### config.mk
export PLATFORM = sky130hd
export DESIGN_NAME = jump_charge_ctrl_flat
export DESIGN_NICKNAME = d
export VERILOG_FILES = /design/src/rtl/jump_charge_ctrl_if.sv /design/src/rtl/jump_charge_ctrl.sv /design/src/flat_wrapper.sv
export SDC_FILE = /design/constraint.sdc
export NUM_CORES = 1
export LEC_CHECK = 0
export ABC_CLOCK_PERIOD_IN_PS = 2200
export BUFFER_PORTS_ARGS = -buffer_cell sky130_fd_sc_hd__buf_2
export CORE_MARGIN = 3
export CORE_UTILIZATION = 43
export CTS_BUF_LIST = sky130_fd_sc_hd__clkbuf_16
export DETAILED_ROUTE_END_ITERATION = 8
export GPL_ROUTABILITY_DRIVEN = 0
export PLACE_DENSITY = 0.61
export SYNTH_ARGS = -nofsm -noshare
export SYNTH_HDL_FRONTEND = slang
export SYNTH_SLANG_ARGS = --single-unit
### constraint.sdc
create_clock -name sys_clk -period 2.2 [get_ports sys_clk]
set_clock_uncertainty 0.05 [all_clocks]
set_input_delay 0.11 -clock sys_clk [delete_from_list [all_inputs] [get_ports sys_clk]]
set_output_delay 0.11 -clock sys_clk [all_outputs]
set_load 0.1 [all_outputs]
### src/rtl/jump_charge_ctrl_if.sv
// rtl/jump_charge_ctrl_if.sv - game-side / controller-side signal bundle for the jump charge controller
interface jump_charge_ctrl_if #(
  parameter int PHY_WIDTH = 16
);
  logic                 tick;
  logic                 jump_btn;
  logic                 on_ground;
  logic [PHY_WIDTH-1:0] charge_cnt;
  logic                 charging;
  logic                 jump_fire;
  logic [PHY_WIDTH-1:0] jump_power;

  modport master (
    output tick, jump_btn, on_ground,
    input  charge_cnt, charging, jump_fire, jump_power
  );

  modport slave (
    input  tick, jump_btn, on_ground,
    output charge_cnt, charging, jump_fire, jump_power
  );
endinterface

### src/rtl/jump_charge_ctrl.sv
// rtl/jump_charge_ctrl.sv - press-and-hold jump charge FSM with saturating charge and post-fire cooldown
module jump_charge_ctrl #(
  parameter int PHY_WIDTH      = 16,
  parameter int MAX_CHARGE     = 40,
  parameter int MIN_CHARGE     = 2,
  parameter int COOLDOWN_TICKS = 4
) (
  input logic              sys_clk,
  input logic              sys_rst_n,
  jump_charge_ctrl_if.slave bus
);

  localparam int CD_W = (COOLDOWN_TICKS > 1) ? $clog2(COOLDOWN_TICKS) : 1;
  localparam logic [CD_W-1:0]      CD_LAST = CD_W'((COOLDOWN_TICKS > 0) ? COOLDOWN_TICKS - 1 : 0);
  localparam logic [PHY_WIDTH-1:0] MAX_C   = PHY_WIDTH'(MAX_CHARGE);
  localparam logic [PHY_WIDTH-1:0] MIN_C   = PHY_WIDTH'(MIN_CHARGE);

  typedef enum logic [2:0] {
    IDLE     = 3'd0,
    ARMED    = 3'd1,
    CHARGE   = 3'd2,
    FIRE     = 3'd3,
    COOLDOWN = 3'd4
  } state_e;

  state_e               state_q, state_d;
  logic [PHY_WIDTH-1:0] charge_cnt_q, charge_cnt_d;
  logic [PHY_WIDTH-1:0] jump_power_q, jump_power_d;
  logic                 jump_fire_q, jump_fire_d;
  logic                 charging_q, charging_d;
  logic [CD_W-1:0]      cd_q, cd_d;
  logic                 btn_prev_q, btn_prev_d;
  logic                 btn_valid_q, btn_valid_d;
  logic                 btn_rise;

  // btn_valid_q masks the first post-reset sample so a button held through reset is not seen as a press
  assign btn_rise = bus.jump_btn & ~btn_prev_q & btn_valid_q;

  always_comb begin
    state_d      = state_q;
    charge_cnt_d = charge_cnt_q;
    jump_power_d = jump_power_q;
    jump_fire_d  = 1'b0;
    cd_d         = cd_q;
    btn_prev_d   = bus.jump_btn;
    btn_valid_d  = 1'b1;

    case (state_q)
      IDLE: begin
        charge_cnt_d = '0;
        cd_d         = '0;
        if (btn_rise) begin
          state_d = bus.on_ground ? CHARGE : ARMED;
        end
      end
      ARMED: begin
        charge_cnt_d = '0;
        if (!bus.jump_btn) begin
          state_d = IDLE;
        end else if (bus.on_ground) begin
          state_d = CHARGE;
        end
      end
      CHARGE: begin
        // leaving the platform beats a release in the same cycle; release beats a tick
        if (!bus.on_ground) begin
          state_d      = IDLE;
          charge_cnt_d = '0;
        end else if (!bus.jump_btn) begin
          if (charge_cnt_q >= MIN_C) begin
            state_d      = FIRE;
            jump_fire_d  = 1'b1;
            jump_power_d = charge_cnt_q;
          end else begin
            state_d      = IDLE;
            charge_cnt_d = '0;
          end
        end else if (bus.tick && (charge_cnt_q < MAX_C)) begin
          charge_cnt_d = charge_cnt_q + PHY_WIDTH'(1);
        end
      end
      FIRE: begin
        charge_cnt_d = '0;
        cd_d         = '0;
        state_d      = (COOLDOWN_TICKS == 0) ? IDLE : COOLDOWN;
      end
      COOLDOWN: begin
        if (bus.tick) begin
          if (cd_q == CD_LAST) begin
            state_d = IDLE;
            cd_d    = '0;
          end else begin
            cd_d = cd_q + CD_W'(1);
          end
        end
      end
      default: begin
        state_d      = IDLE;
        charge_cnt_d = '0;
        jump_power_d = '0;
        cd_d         = '0;
      end
    endcase

    charging_d = (state_d == CHARGE);
  end

  always_ff @(posedge sys_clk or negedge sys_rst_n) begin
    if (!sys_rst_n) begin
      state_q      <= IDLE;
      charge_cnt_q <= '0;
      jump_power_q <= '0;
      jump_fire_q  <= 1'b0;
      charging_q   <= 1'b0;
      cd_q         <= '0;
      btn_prev_q   <= 1'b0;
      btn_valid_q  <= 1'b0;
    end else begin
      state_q      <= state_d;
      charge_cnt_q <= charge_cnt_d;
      jump_power_q <= jump_power_d;
      jump_fire_q  <= jump_fire_d;
      charging_q   <= charging_d;
      cd_q         <= cd_d;
      btn_prev_q   <= btn_prev_d;
      btn_valid_q  <= btn_valid_d;
    end
  end

  assign bus.charge_cnt = charge_cnt_q;
  assign bus.charging   = charging_q;
  assign bus.jump_fire  = jump_fire_q;
  assign bus.jump_power = jump_power_q;

endmodule

### src/flat_wrapper.sv
// flat-port wrapper written by rule: the top's interface ports become plain ports
module jump_charge_ctrl_flat 
#(
  parameter int PHY_WIDTH      = 16,
  parameter int MAX_CHARGE     = 40,
  parameter int MIN_CHARGE     = 2,
  parameter int COOLDOWN_TICKS = 4
)
  (sys_clk, sys_rst_n, bus_tick, bus_jump_btn, bus_on_ground, bus_charge_cnt, bus_charging, bus_jump_fire, bus_jump_power);
  jump_charge_ctrl_if #(.PHY_WIDTH(PHY_WIDTH)) bus_i ();
  input logic sys_clk;
  input logic sys_rst_n;
  input wire logic [$bits(bus_i.tick)-1:0] bus_tick;
  input wire logic [$bits(bus_i.jump_btn)-1:0] bus_jump_btn;
  input wire logic [$bits(bus_i.on_ground)-1:0] bus_on_ground;
  output wire logic [$bits(bus_i.charge_cnt)-1:0] bus_charge_cnt;
  output wire logic [$bits(bus_i.charging)-1:0] bus_charging;
  output wire logic [$bits(bus_i.jump_fire)-1:0] bus_jump_fire;
  output wire logic [$bits(bus_i.jump_power)-1:0] bus_jump_power;
  assign bus_i.tick = bus_tick;
  assign bus_i.jump_btn = bus_jump_btn;
  assign bus_i.on_ground = bus_on_ground;
  assign bus_charge_cnt = bus_i.charge_cnt;
  assign bus_charging = bus_i.charging;
  assign bus_jump_fire = bus_i.jump_fire;
  assign bus_jump_power = bus_i.jump_power;
  jump_charge_ctrl #(.PHY_WIDTH(PHY_WIDTH), .MAX_CHARGE(MAX_CHARGE), .MIN_CHARGE(MIN_CHARGE), .COOLDOWN_TICKS(COOLDOWN_TICKS)) u_core (.sys_clk(sys_clk), .sys_rst_n(sys_rst_n), .bus(bus_i));
endmodule
# --- After elaboration in Yosys (flattened, before gate mapping) ---
# Cells that the tools add are included.
word_totals:
  ff_bits: 41
  output_inout_bits: 34
  word_cells: 63
op_classes:
  addsub: 2
  n_lt_le_gt_ge: 2
  n_eq_ne: 12
  mux: 26
  n_bitwise: 6
  reduce_logical: 7
op_table:
  columns: ["op", "n"]
  rows:
  - ["$mux 16", 7]
  - ["$pmux 16 s2", 2]
  - ["$mux 3", 7]
  - ["$add 16x1->16 const B", 1]
  - ["$ge 16x2->1 const B", 1]
  - ["$lt 16x6->1 const B", 1]
  - ["$pmux 3 s5", 1]
  - ["$eq 3x2->1 const B", 3]
  - ["$mux 2", 4]
  - ["$ne 2x2->1 const B", 3]
  - ["$mux 1", 4]
  - ["$ne 4x3->1 const B", 1]
  - ["$ne 4x4->1 const B", 1]
  - ["$not 1->1", 4]
  - ["$pmux 2 s2", 1]
  - ["$reduce_and 4->1", 1]
  - ["$reduce_or 4->1", 1]
  - ["$eq 3x1->1 const B", 1]
  - ["$eq 3x3->1 const B", 1]
  - ["$logic_not 3->1", 1]
  - ["$reduce_and 3->1", 1]
  - ["$add 2x1->2 const B", 1]
  - ["$and 1x1->1", 2]
  - ["$eq 2x2->1 const B", 1]
  - ["other kinds (4)", 4]

# --- Logic depth before layout (Yosys ltp) ---
# Gate-level depths: netlist (run 1).
logic_depth:
  depth_word: 6
  depth_mapped: 6
  mapped_depth_nobuf: 6

# --- Least setup slack after synthesis (run 1) ---
# No wires, ideal clock.
synth_path:
  path_type: "flip-flop to flip-flop"
  from: "reg u_core.charge_cnt_q[2], in the netlist u_core.bus.charge_cnt[2]"
  to: "reg u_core.charge_cnt_q[5], in the netlist u_core.bus.charge_cnt[5]"
  t_arrival_ns: 2.012
  path_slack_ns: 0.014
  path_stages_with_launch: 7
  period_less_slack_ns: 2.186
  path_cell_list: "dfrtp_1 -> or3_1 -> nor3_2 -> a21o_4 -> and3_4 -> buf_6 -> o21ai_2"
synth_via:
  elab_chain_len: 5
synth_lines:
  columns: ["item", "line", "source"]
  rows:
  - ["start, declared", "jump_charge_ctrl.sv:27", "logic [PHY_WIDTH-1:0] charge_cnt_q, charge_cnt_d;"]
  - ["start signal, assigned", "jump_charge_ctrl.sv:120", "charge_cnt_q <= charge_cnt_d;"]
  - ["$add 16x1->16", "jump_charge_ctrl.sv:79", "charge_cnt_d = charge_cnt_q + PHY_WIDTH'(1);"]
  - ["$mux 16", "jump_charge_ctrl.sv:78", "end else if (bus.tick && (charge_cnt_q < MAX_C)) begin"]
  - ["$mux 16", "jump_charge_ctrl.sv:69", "end else if (!bus.jump_btn) begin"]
  - ["$mux 16", "jump_charge_ctrl.sv:66", "if (!bus.on_ground) begin"]
  - ["$pmux 16 s2", "jump_charge_ctrl.sv:48", "case (state_q)"]
# Parallel ways exist; a longest one is shown, timed or not. The select of a mux whose other input is x is not followed.
# A chain may end at the register's enable or synchronous reset.

# --- Final worst setup path (run 1) ---
layout_path:
  from: "reg u_core.charge_cnt_q[9], in the netlist u_core.bus.charge_cnt[9]"
  to: "reg u_core.jump_power_q[10], in the netlist u_core.bus.jump_power[10]"
layout_via:
  elab_chain_len: 3
layout_lines:
  columns: ["item", "line", "source"]
  rows:
  - ["$ge 16x2->1", "jump_charge_ctrl.sv:70", "if (charge_cnt_q >= MIN_C) begin"]
  - ["$ne 2x1->1 (no line)", null, null]
  - ["$reduce_and 4->1 (no line)", null, null]
  - ["end signal, assigned", "jump_charge_ctrl.sv:121", "jump_power_q <= jump_power_d;"]
  - ["end, declared", "jump_charge_ctrl.sv:28", "logic [PHY_WIDTH-1:0] jump_power_q, jump_power_d;"]
# No other way between the ends.

==> flow_metrics.py, run 1 <==
metrics = {
    "synthesis": {
        "synth_area_sq_um": 1909,
        "ys_seq_area_frac": 0.5374,
        "ys_seq_elements": 41,
        "synth.distinct_cells": 44,
        "syn_avg_cell_area_sq_um": 11.37,
        "yosysWarnings": 0,
        "async_flop_share": 1.000,
        "synth-edff-count": 0,
        "synth_fp_nets": 175,
        "synthCells": 168,
        "synth-main-ff-cell": "dfrtp_1",
    },
    "sta": {
        "period_minus_slack_ns": 1.927,
        "fmax_mhz": 518.9,
        "rsz0062_at_grt": "false",
        "finalMaxSlewViolations": 0,
        "setup_viol": 0,
        "hold_viol": 0,
        "worst_slew_pin_slew_ns": 0.9192,
        "fin_crit_sh": 0.8759,
        "relSlewSlack": 0.3872,
        "tns_ns": 0,
    },
    "clocking": {
        "clock_path_buffers": 2,
        "htreeDepth": 2,
        "clk_pin_slew_ns": 0.06,
        "cts_tree": "built",
        "cts_resized": 0,
        "cts_buffers": 5,
        "clkLatencyLatePin_ns": 0.28,
        "clock-root-buffer": "clkbuf_16",
        "clock_sinks": 41,
    },
    "placed_design": {
        "hpwl_um": 3105,
        "port_buffers": 38,
        "post-place-cells": 249,
        "placed_area_sq_um": 2130,
    },
    "detailed_routing": {
        "dr.first_iter.drc_count": 126,
        "drc": 0,
        "wirelength_um": 4578,
        "vias": 1513,
        "postRouteAntennaNets": 0,
        "drt_first_pass_iters": 4,
        "wl_per_cell_um": 17.74,
        "routed_via_density": 5.864,
    },
    "floorplan": {
        "die_area_sq_um": 5276,
        "ios": 39,
        "initial_utilization": 0.4607,
        "fp.coreArea_sq_um": 4144,
        "row_count": 23,
        "die_w_um": 72.64,
        "die_y_um": 72.64,
    },
    "critical_path": {
        "crit_slowest_cell": "dfrtp_1",
        "path_cells": "nor4_2 > and3_1 > a21oi_1 > nor2_4 > o2bb2ai_1",
        "crit_family": "simple AND/OR/NAND/NOR gates",
        "worstPathRequired_ns": 2.35,
        "cp_max_fo": 15,
        "critPathArrivalTime_ns": 2.08,
        "path_buf_inv": 0,
        "start_kind": "flip-flop",
        "criticalPathCategory": "reg2reg",
        "worst_setup_path_end_kind": "flip-flop",
        "crit_path_max_incr_delay_ns": 0.42,
    },
    "global_routing": {
        "antenna_found_initial": 0,
        "grt_max_degree": 42,
        "grt_pass1_wl_um": 7527,
        "grt-ovfl-total": 0,
        "grt_pass1_vias": 1463,
        "grt.total_usage": 0.1872,
    },
    "final_layout": {
        "layout.cells.non_filler": 258,
        "final_nets": 215,
        "antennaDiodeCount": 0,
        "fin_area_sq_um": 2282,
        "layout-drive-gt1-share": 0.3173,
        "syn2layout_area_growth_pct": 19.53,
        "fillers": 381,
    },
    "power": {
        "power.density_nw_per_um2": 694.0,
        "vdd_drop_max_mv": 0.3274,
        "leakage_nw": 1.112,
    },
    "hold_path": {
        "hold_path_class": "in2reg",
    },
    "job": {
        "drv_cap": 0,
    },
    "outcome": {
        "status": "finished, final reports clean",
    },
}
worst paths after layout:
path | startpoint | to | slack (ns) | depth (start not counted)
max reg2reg | u_core.bus.charge_cnt[9]$_DFFE_PN0P_ | u_core.bus.jump_power[10]$_DFFE_PN0P_ | 0.27 | 5
max | u_core.bus.charge_cnt[9]$_DFFE_PN0P_ | u_core.bus.jump_power[10]$_DFFE_PN0P_ | 0.27 | 5
max in group asynchronous | sys_rst_n | u_core.bus.charge_cnt[8]$_DFFE_PN0P_ | 1.07 | 2
min reg2reg | u_core.bus.jump_power[5]$_DFFE_PN0P_ | u_core.bus.jump_power[5]$_DFFE_PN0P_ | 0.45 | 1
min | bus_on_ground | u_core.state_q[0]$_DFF_PN0_ | 0.02 | 2
min in group asynchronous | sys_rst_n | u_core.bus.jump_fire$_DFF_PN0_ | 0.46 | 2
Yosys cell counts (all sizes together), types with 2 or more instances:
master   instances  area share
a22oi           16       0.063
nor2             9       0.022
dfrtp           41        0.54
inv              7       0.014
clkbuf           5      0.0098
and3             4       0.016
nor2b           13       0.054
a21oi            3      0.0079
nor3b            3       0.014
o2bb2ai         16       0.073
nand3            7       0.021
o21ai            7       0.020
ha               2       0.013
nand2            8       0.016
nand2b           2      0.0066
or3              2      0.0066
buf              4       0.015
a31o             2      0.0092
nor4             3       0.016
layout by cell type, fill, tap and decap left out, types with 3 or more instances in the layout:
cell,n
o21ai_0,4
nor2b_1,4
o2bb2ai_1,16
a21oi_1,3
and3_1,3
nand3_1,6
nand2_1,8
dfrtp_1,41
inv_1,6
buf_2,38
nor2_1,8
clkbuf_16,5
nor2b_2,9
a22oi_1,16
metrics by stage:
stage                     power [mW]  setup slack (ns)  hold slack [ns]    util
final                          1.584            0.2729          0.02247  0.5507
after global routing           1.654            0.1319          0.01904  0.5507
after CTS                      1.607            0.2913          0.01384  0.5507
after detailed placement      0.9322            0.2981           0.2441  0.5139
after global placement        0.9285            0.3699           0.2330  0.5139
after floorplan               0.8908           0.01357          -0.2356       -
where the power goes:
group / internal [mW] / total, mW / switching (mW)
clock: 0.405 / 0.663 / 0.258
combinational: 0.0351 / 0.143 / 0.107
sequential: 0.766 / 0.778 / 0.0123
sequential cells by signal, summed over array words and instances, names as in the netlist:
name and cells:
u_core.bus.jump_power 16, u_core.bus.charge_cnt 16, u_core.btn_valid_q 1, u_core.state_q 3
u_core.bus.charging 1, u_core.btn_prev_q 1, u_core.bus.jump_fire 1, u_core.cd_q 2
cell type report:
class                      instances  area (sq um)  share of cell area
clock buffer                       5         125.1             0.05482
clock inverter                     2         7.507            0.003289
inverter                           7         26.28             0.01151
multi-input combinational        111         809.5              0.3547
sequential                        41          1026              0.4496
tap                               50         62.56             0.02741
timing repair buffer              42         225.2             0.09868
repair_timing:
item / in CTS / in global routing
buffers inserted: 0 / 0
hold buffers: 2 / 0
hold endpoints to repair: 42 / 0
metal layers:
metal  routed length, um  up-vias  track usage  part of all wire
met5                   0        -            0                 0
met4                  79        0      0.06352             0.017
met3                 217        9      0.04821             0.047
met2                2163       44       0.2886              0.47
met1                2118      755       0.2571              0.46
li1                    -      705            -                 -
cell families after synthesis:
logic type,Yosys count,synth area share
compound gates,53,0.2169
fa+ha+maj,2,0.01310
buf+inv,16,0.03867
flops,41,0.5374
mux,2,0.01114
other cells,1,0.001964
simple gates,53,0.1809
(Power assumes the default switching activity.)
==> inputs of run 2 (changes only) <==
- BUFFER_PORTS_ARGS: -buffer_cell sky130_fd_sc_hd__buf_2 -> -buffer_cell sky130_fd_sc_hd__buf_4
- REMOVE_ABC_BUFFERS: default -> 1
==> run 2 against run 1 <==
Net effect: first-iteration DRC count shrank 21%; clock power up 2%; total power grew 1.4%; cell count rose by 0.78%; flip-flop and latch count did not move; via count increased by 0.66%; design area increased by 4.9%; critical endpoint is now u_core.bus.charge_cnt[3]$_DFFE_PN0P_; largest cell class unchanged; highest routed layer unchanged.
==> flow_metrics.py, run 2 (synthesized netlist as in run 1, its figures left out) <==
metrics = {
    "outcome": {
        "status": "finished, final reports clean",
    },
    "sta": {
        "fin_crit_sh": 0.8968,
        "rsz0062_at_grt": "false",
        "hold_viol": 0,
        "relSlewSlack": 0.6033,
        "fmax_mhz": 506.8,
        "fin_ws_ns": 0.2270,
        "finalMaxSlewViolations": 0,
        "period_minus_slack_ns": 1.973,
        "tns_ns": 0,
        "setup_viol": 0,
        "worst_slew_pin_slew_ns": 0.5950,
    },
    "detailed_routing": {
        "dr.first_iter.drc_count": 100,
        "vias": 1523,
        "postRouteAntennaNets": 0,
        "drt_first_pass_iters": 4,
        "wl_per_cell_um": 17.70,
        "wirelength_um": 4601,
        "drc": 0,
        "routed_via_density": 5.858,
    },
    "clocking": {
        "clkLatencyLatePin_ns": 0.27,
        "cts_buffers": 5,
        "cts_tree": "built",
        "clock_sinks": 41,
        "htreeDepth": 2,
        "clock-root-buffer": "clkbuf_16",
        "clk_pin_slew_ns": 0.06,
        "clock_path_buffers": 2,
    },
    "global_routing": {
        "grt.total_usage": 0.1825,
        "grt_pass1_vias": 1499,
        "grt_max_degree": 42,
        "antenna_found_initial": 0,
        "grt_pass1_wl_um": 7569,
        "grt-ovfl-total": 0,
    },
    "final_layout": {
        "antennaDiodeCount": 0,
        "syn2layout_area_growth_pct": 25.36,
        "layout.cells.non_filler": 260,
        "layout_common_cells": "41 x dfrtp_1, 40 x buf_4, 16 x a22oi_1, 16 x o2bb2ai_1, 9 x nor2b_2",
        "final_nets": 216,
        "final_common_cell": "dfrtp_1",
        "fin_area_sq_um": 2394,
        "layout-drive-gt1-share": 0.3238,
        "fillers": 355,
    },
    "placed_design": {
        "post-place-cells": 249,
        "hpwl_um": 3132,
        "pre_cts_slack_ns": 0.2859,
        "placed_area_sq_um": 2225,
        "port_buffers": 38,
    },
    "critical_path": {
        "critPathArrivalTime_ns": 2.11,
        "cp_max_fo": 7,
        "worstPathRequired_ns": 2.34,
        "worst_setup_path_end_kind": "flip-flop",
        "criticalPathCategory": "reg2reg",
        "start_kind": "flip-flop",
    },
    "floorplan": {
        "row_count": 23,
        "die_area_sq_um": 5276,
        "ios": 39,
        "die_y_um": 72.64,
        "die_w_um": 72.64,
        "initial_utilization": 0.4607,
        "fp.coreArea_sq_um": 4144,
    },
    "power": {
        "vdd_drop_max_mv": 0.4594,
        "power.density_nw_per_um2": 670.8,
        "leakage_nw": 1.127,
    },
    "hold_path": {
        "hold_path_class": "in2reg",
    },
    "job": {
        "drv_cap": 0,
    },
}
[run 2: changes by cell type in the layout (fill, tap and decap cells not counted), sizes merged]
| cell | before | now |
|---|---|---|
| clkinv | 1 | 2 |
| dlygate4sd3 | 2 | 3 |
[run 2: layout make-up]
type	instances	area, sq um	area share
Sequential cell	41	1026	0.4286
Clock buffer	5	125.1	0.05227
Timing Repair Buffer	43	330.3	0.1380
Tap cell	50	62.56	0.02614
Multi-Input combinational cell	111	809.5	0.3382
Clock inverter	3	13.76	0.005750
Inverter	7	26.28	0.01098
[run 2: routing by layer]
metal | vias to the layer above | share of wire | GRT usage
li1 | 709 | - | -
met1 | 769 | 0.44 | 0.2375
met4 | 0 | 0.0065 | 0.03074
met2 | 41 | 0.50 | 0.3206
met3 | 4 | 0.047 | 0.03444
met5 | - | 0 | 0
[run 2: through the flow]
| stage | hold WS, ns | power (mW) | utilization |
|---|---|---|---|
| final | 0.2118 | 1.606 | 0.5776 |
| after global routing | 0.2447 | 1.672 | 0.5776 |
| after CTS | 0.2080 | 1.616 | 0.5776 |
| after detailed placement | 0.07260 | 0.9377 | 0.5368 |
| after global placement | 0.06148 | 0.9313 | 0.5368 |
| after floorplan | -0.2356 | 0.8801 | - |
[run 2: critical path, cell delays in order (launching register included)]
cell and delay (ns):
dfrtp_1 0.50, nor3b_2 0.45, nand3_2 0.23, nor4_1 0.40, nor2_1 0.10, a41oi_1 0.17
[run 2: timing repair]
item	in CTS	in global routing
hold endpoints to repair	43	0
setup buffers	0	0
endpoints found under the setup margin	0	0
resized for setup	0	0
hold buffers	3	0
[run 2: where the power goes]
group          internal, mW  switching (mW)
combinational        0.0412           0.108
sequential            0.765          0.0131
clock                 0.411           0.267
[run 2: final timing paths]
check,start,to,slack (ns),cells after the start
setup / recovery,u_core.state_q[2]$_DFF_PN0_,u_core.bus.charge_cnt[3]$_DFFE_PN0P_,0.23,5
hold / removal,bus_tick,u_core.state_q[2]$_DFF_PN0_,0.21,3
setup reg to reg,u_core.state_q[2]$_DFF_PN0_,u_core.bus.charge_cnt[3]$_DFFE_PN0P_,0.23,5
hold reg to reg,u_core.bus.jump_power[13]$_DFFE_PN0P_,u_core.bus.jump_power[13]$_DFFE_PN0P_,0.47,1
max in group asynchronous,sys_rst_n,u_core.bus.charging$_DFF_PN0_,1.43,2
min in group asynchronous,sys_rst_n,u_core.bus.jump_power[14]$_DFFE_PN0P_,0.30,2
==> inputs of run 3 (changes only) <==
- RECOVER_POWER: default -> 50
==> run 3 against run 2 <==
Net effect: critical path depth unchanged; combinational power down 4%; first-iteration DRC count down 11%; critical path type unchanged; global-route usage unchanged; setup slack better by 0.017 ns; clock power about the same; cell count unchanged; routed wire length down 0.39%; count of clock-buffer cells in the layout unchanged; highest routed layer unchanged; utilization down 1.5 points.
==> flow_metrics.py, run 3 (synthesized netlist as in run 1, its figures left out) <==
metrics = {
    "sta": {
        "worst_slew_pin_slew_ns": 1.195,
        "tns_ns": 0,
        "finalMaxSlewViolations": 0,
        "setup_viol": 0,
        "fin_ws_ns": 0.2440,
        "rsz0062_at_grt": "false",
        "fin_crit_sh": 0.8891,
        "fin_hold_ws_ns": 0.2099,
        "relSlewSlack": 0.2065,
        "hold_viol": 0,
        "period_minus_slack_ns": 1.956,
        "fmax_mhz": 511.2,
    },
    "detailed_routing": {
        "drt_first_pass_iters": 4,
        "drc": 0,
        "dr.first_iter.drc_count": 89,
        "postRouteAntennaNets": 0,
        "wl_per_cell_um": 17.63,
        "vias": 1513,
        "wirelength_um": 4583,
        "routed_via_density": 5.819,
    },
    "floorplan": {
        "fp.coreArea_sq_um": 4144,
        "ios": 39,
        "die_w_um": 72.64,
        "initial_utilization": 0.4607,
        "die_y_um": 72.64,
        "row_count": 23,
        "die_area_sq_um": 5276,
    },
    "power": {
        "vdd_drop_max_mv": 0.4580,
        "power_frac_clock": 0.424,
        "comb_power_share": 0.090,
        "switching_share": 0.2426,
        "internal_power_mw": 1.212,
        "leakage_nw": 1.063,
        "p_seq_frac": 0.486,
        "p_switching_mw": 0.3882,
        "power.density_nw_per_um2": 686.7,
    },
    "global_routing": {
        "grt_pass1_wl_um": 7569,
        "grt_pass1_vias": 1499,
        "grt.total_usage": 0.1825,
        "antenna_found_initial": 0,
        "grt_max_degree": 42,
        "grt-ovfl-total": 0,
    },
    "critical_path": {
        "r2r-start": "u_core.state_q[2]$_DFF_PN0_",
        "cp_max_fo": 7,
        "r2r_setup_slack_ns": 0.24,
        "worst_setup_path_end_kind": "flip-flop",
        "r2r_cells": 5,
        "rr_endpoint": "u_core.bus.charge_cnt[3]$_DFFE_PN0P_",
        "worstPathRequired_ns": 2.34,
        "criticalPathCategory": "reg2reg",
        "start_kind": "flip-flop",
        "critPathArrivalTime_ns": 2.09,
    },
    "final_layout": {
        "final_nets": 216,
        "layout-drive-gt1-share": 0.2476,
        "syn2layout_area_growth_pct": 22.08,
        "seq_area_sq_um": 1026,
        "final_common_cell": "dfrtp_1",
        "layout.cells.non_filler": 260,
        "fillers": 370,
        "antennaDiodeCount": 0,
        "multi_input_area_sq_um": 809.5,
        "layout_common_cells": "41 x dfrtp_1, 23 x buf_4, 16 x a22oi_1, 16 x o2bb2ai_1, 16 x clkbuf_1",
    },
    "placed_design": {
        "hpwl_um": 3132,
        "post-place-cells": 249,
        "port_buffers": 38,
        "pre_cts_slack_ns": 0.2859,
    },
    "job": {
        "drv_cap": 0,
    },
    "clocking": {
        "htreeDepth": 2,
        "clkLatencyLatePin_ns": 0.27,
        "clk_pin_slew_ns": 0.06,
        "cts_tree": "built",
        "clock-root-buffer": "clkbuf_16",
        "clock_sinks": 41,
        "clock_path_buffers": 2,
        "cts_buffers": 5,
    },
    "hold_path": {
        "hold_end": "u_core.state_q[2]$_DFF_PN0_",
        "hold_path_class": "in2reg",
        "hold_depth": 3,
        "hp-start": "bus_tick",
    },
    "outcome": {
        "status": "finished, final reports clean",
    },
}
==> run 3: cell types whose count changed in the layout (fill, tap and decap cells not counted) <==
cell and delta:
buf_4 -17, clkbuf_1 +16, clkbuf_2 +1
==> run 3: how the worst max path moves through the flow <==
stage	from	to	slack (ns)	cells past startpoint
global route	u_core.state_q[2]$_DFF_PN0_	u_core.bus.charge_cnt[3]$_DFFE_PN0P_	0.06	5
global placement	u_core.bus.charge_cnt[7]$_DFFE_PN0P_	u_core.bus.charge_cnt[4]$_DFFE_PN0P_	0.35	5
floorplan	u_core.bus.charge_cnt[2]$_DFFE_PN0P_	u_core.bus.charge_cnt[4]$_DFFE_PN0P_	0.01	5
finish	u_core.state_q[2]$_DFF_PN0_	u_core.bus.charge_cnt[3]$_DFFE_PN0P_	0.24	5
detailed placement	u_core.bus.charge_cnt[7]$_DFFE_PN0P_	u_core.bus.jump_power[14]$_DFFE_PN0P_	0.29	5
CTS	u_core.bus.charge_cnt[7]$_DFFE_PN0P_	u_core.bus.jump_power[14]$_DFFE_PN0P_	0.28	5
==> run 3: area by class of cell <==
type,instances,share of cell area
multi-input cells,111,0.3473
flip-flops and latches,41,0.4401
clock buffers,5,0.05368
repair buffers,43,0.1149
well taps,50,0.02684
inverters,7,0.01127
clock inverters,3,0.005904
==> run 3: power groups by stage <==
stage	combinational, mW	sequential [mW]	clock, mW
4_1_cts	0.150	0.778	0.688
5_1_grt	0.157	0.779	0.729
2_1_floorplan	0.0535	0.827	0
3_3_place_gp	0.141	0.790	0
6_report	0.143	0.779	0.679
3_5_place_dp	0.146	0.792	0
==> run 3: worst max-delay path, stage by stage, from the launching register on <==
cell	delay, ns
dfrtp_1	0.50
nor3b_2	0.44
nand3_2	0.22
nor4_1	0.39
nor2_1	0.10
a41oi_1	0.17
==> run 3: metal layers <==
metal / GRT usage / share of wire
met1: 0.2375 / 0.44
met2: 0.3206 / 0.50
met3: 0.03444 / 0.053
met4: 0.03074 / 0.0074
met5: 0 / 0
==> run 3: repair_timing <==
| item | 4_1_cts | 5_1_grt |
|---|---|---|
| endpoints found under the hold margin | 43 | 0 |
| gates resized for setup | 0 | 0 |
| hold buffers | 3 | 0 |
| setup buffers | 0 | 0 |
==> run 3: metrics by stage <==
stage	instance area (sq um)	util	total power, mW
finish	2331	0.5625	1.601
global route	2331	0.5625	1.666
CTS	2394	0.5776	1.616
detailed placement	2225	0.5368	0.9377
global placement	2225	0.5368	0.9313
floorplan	1862	-	0.8801
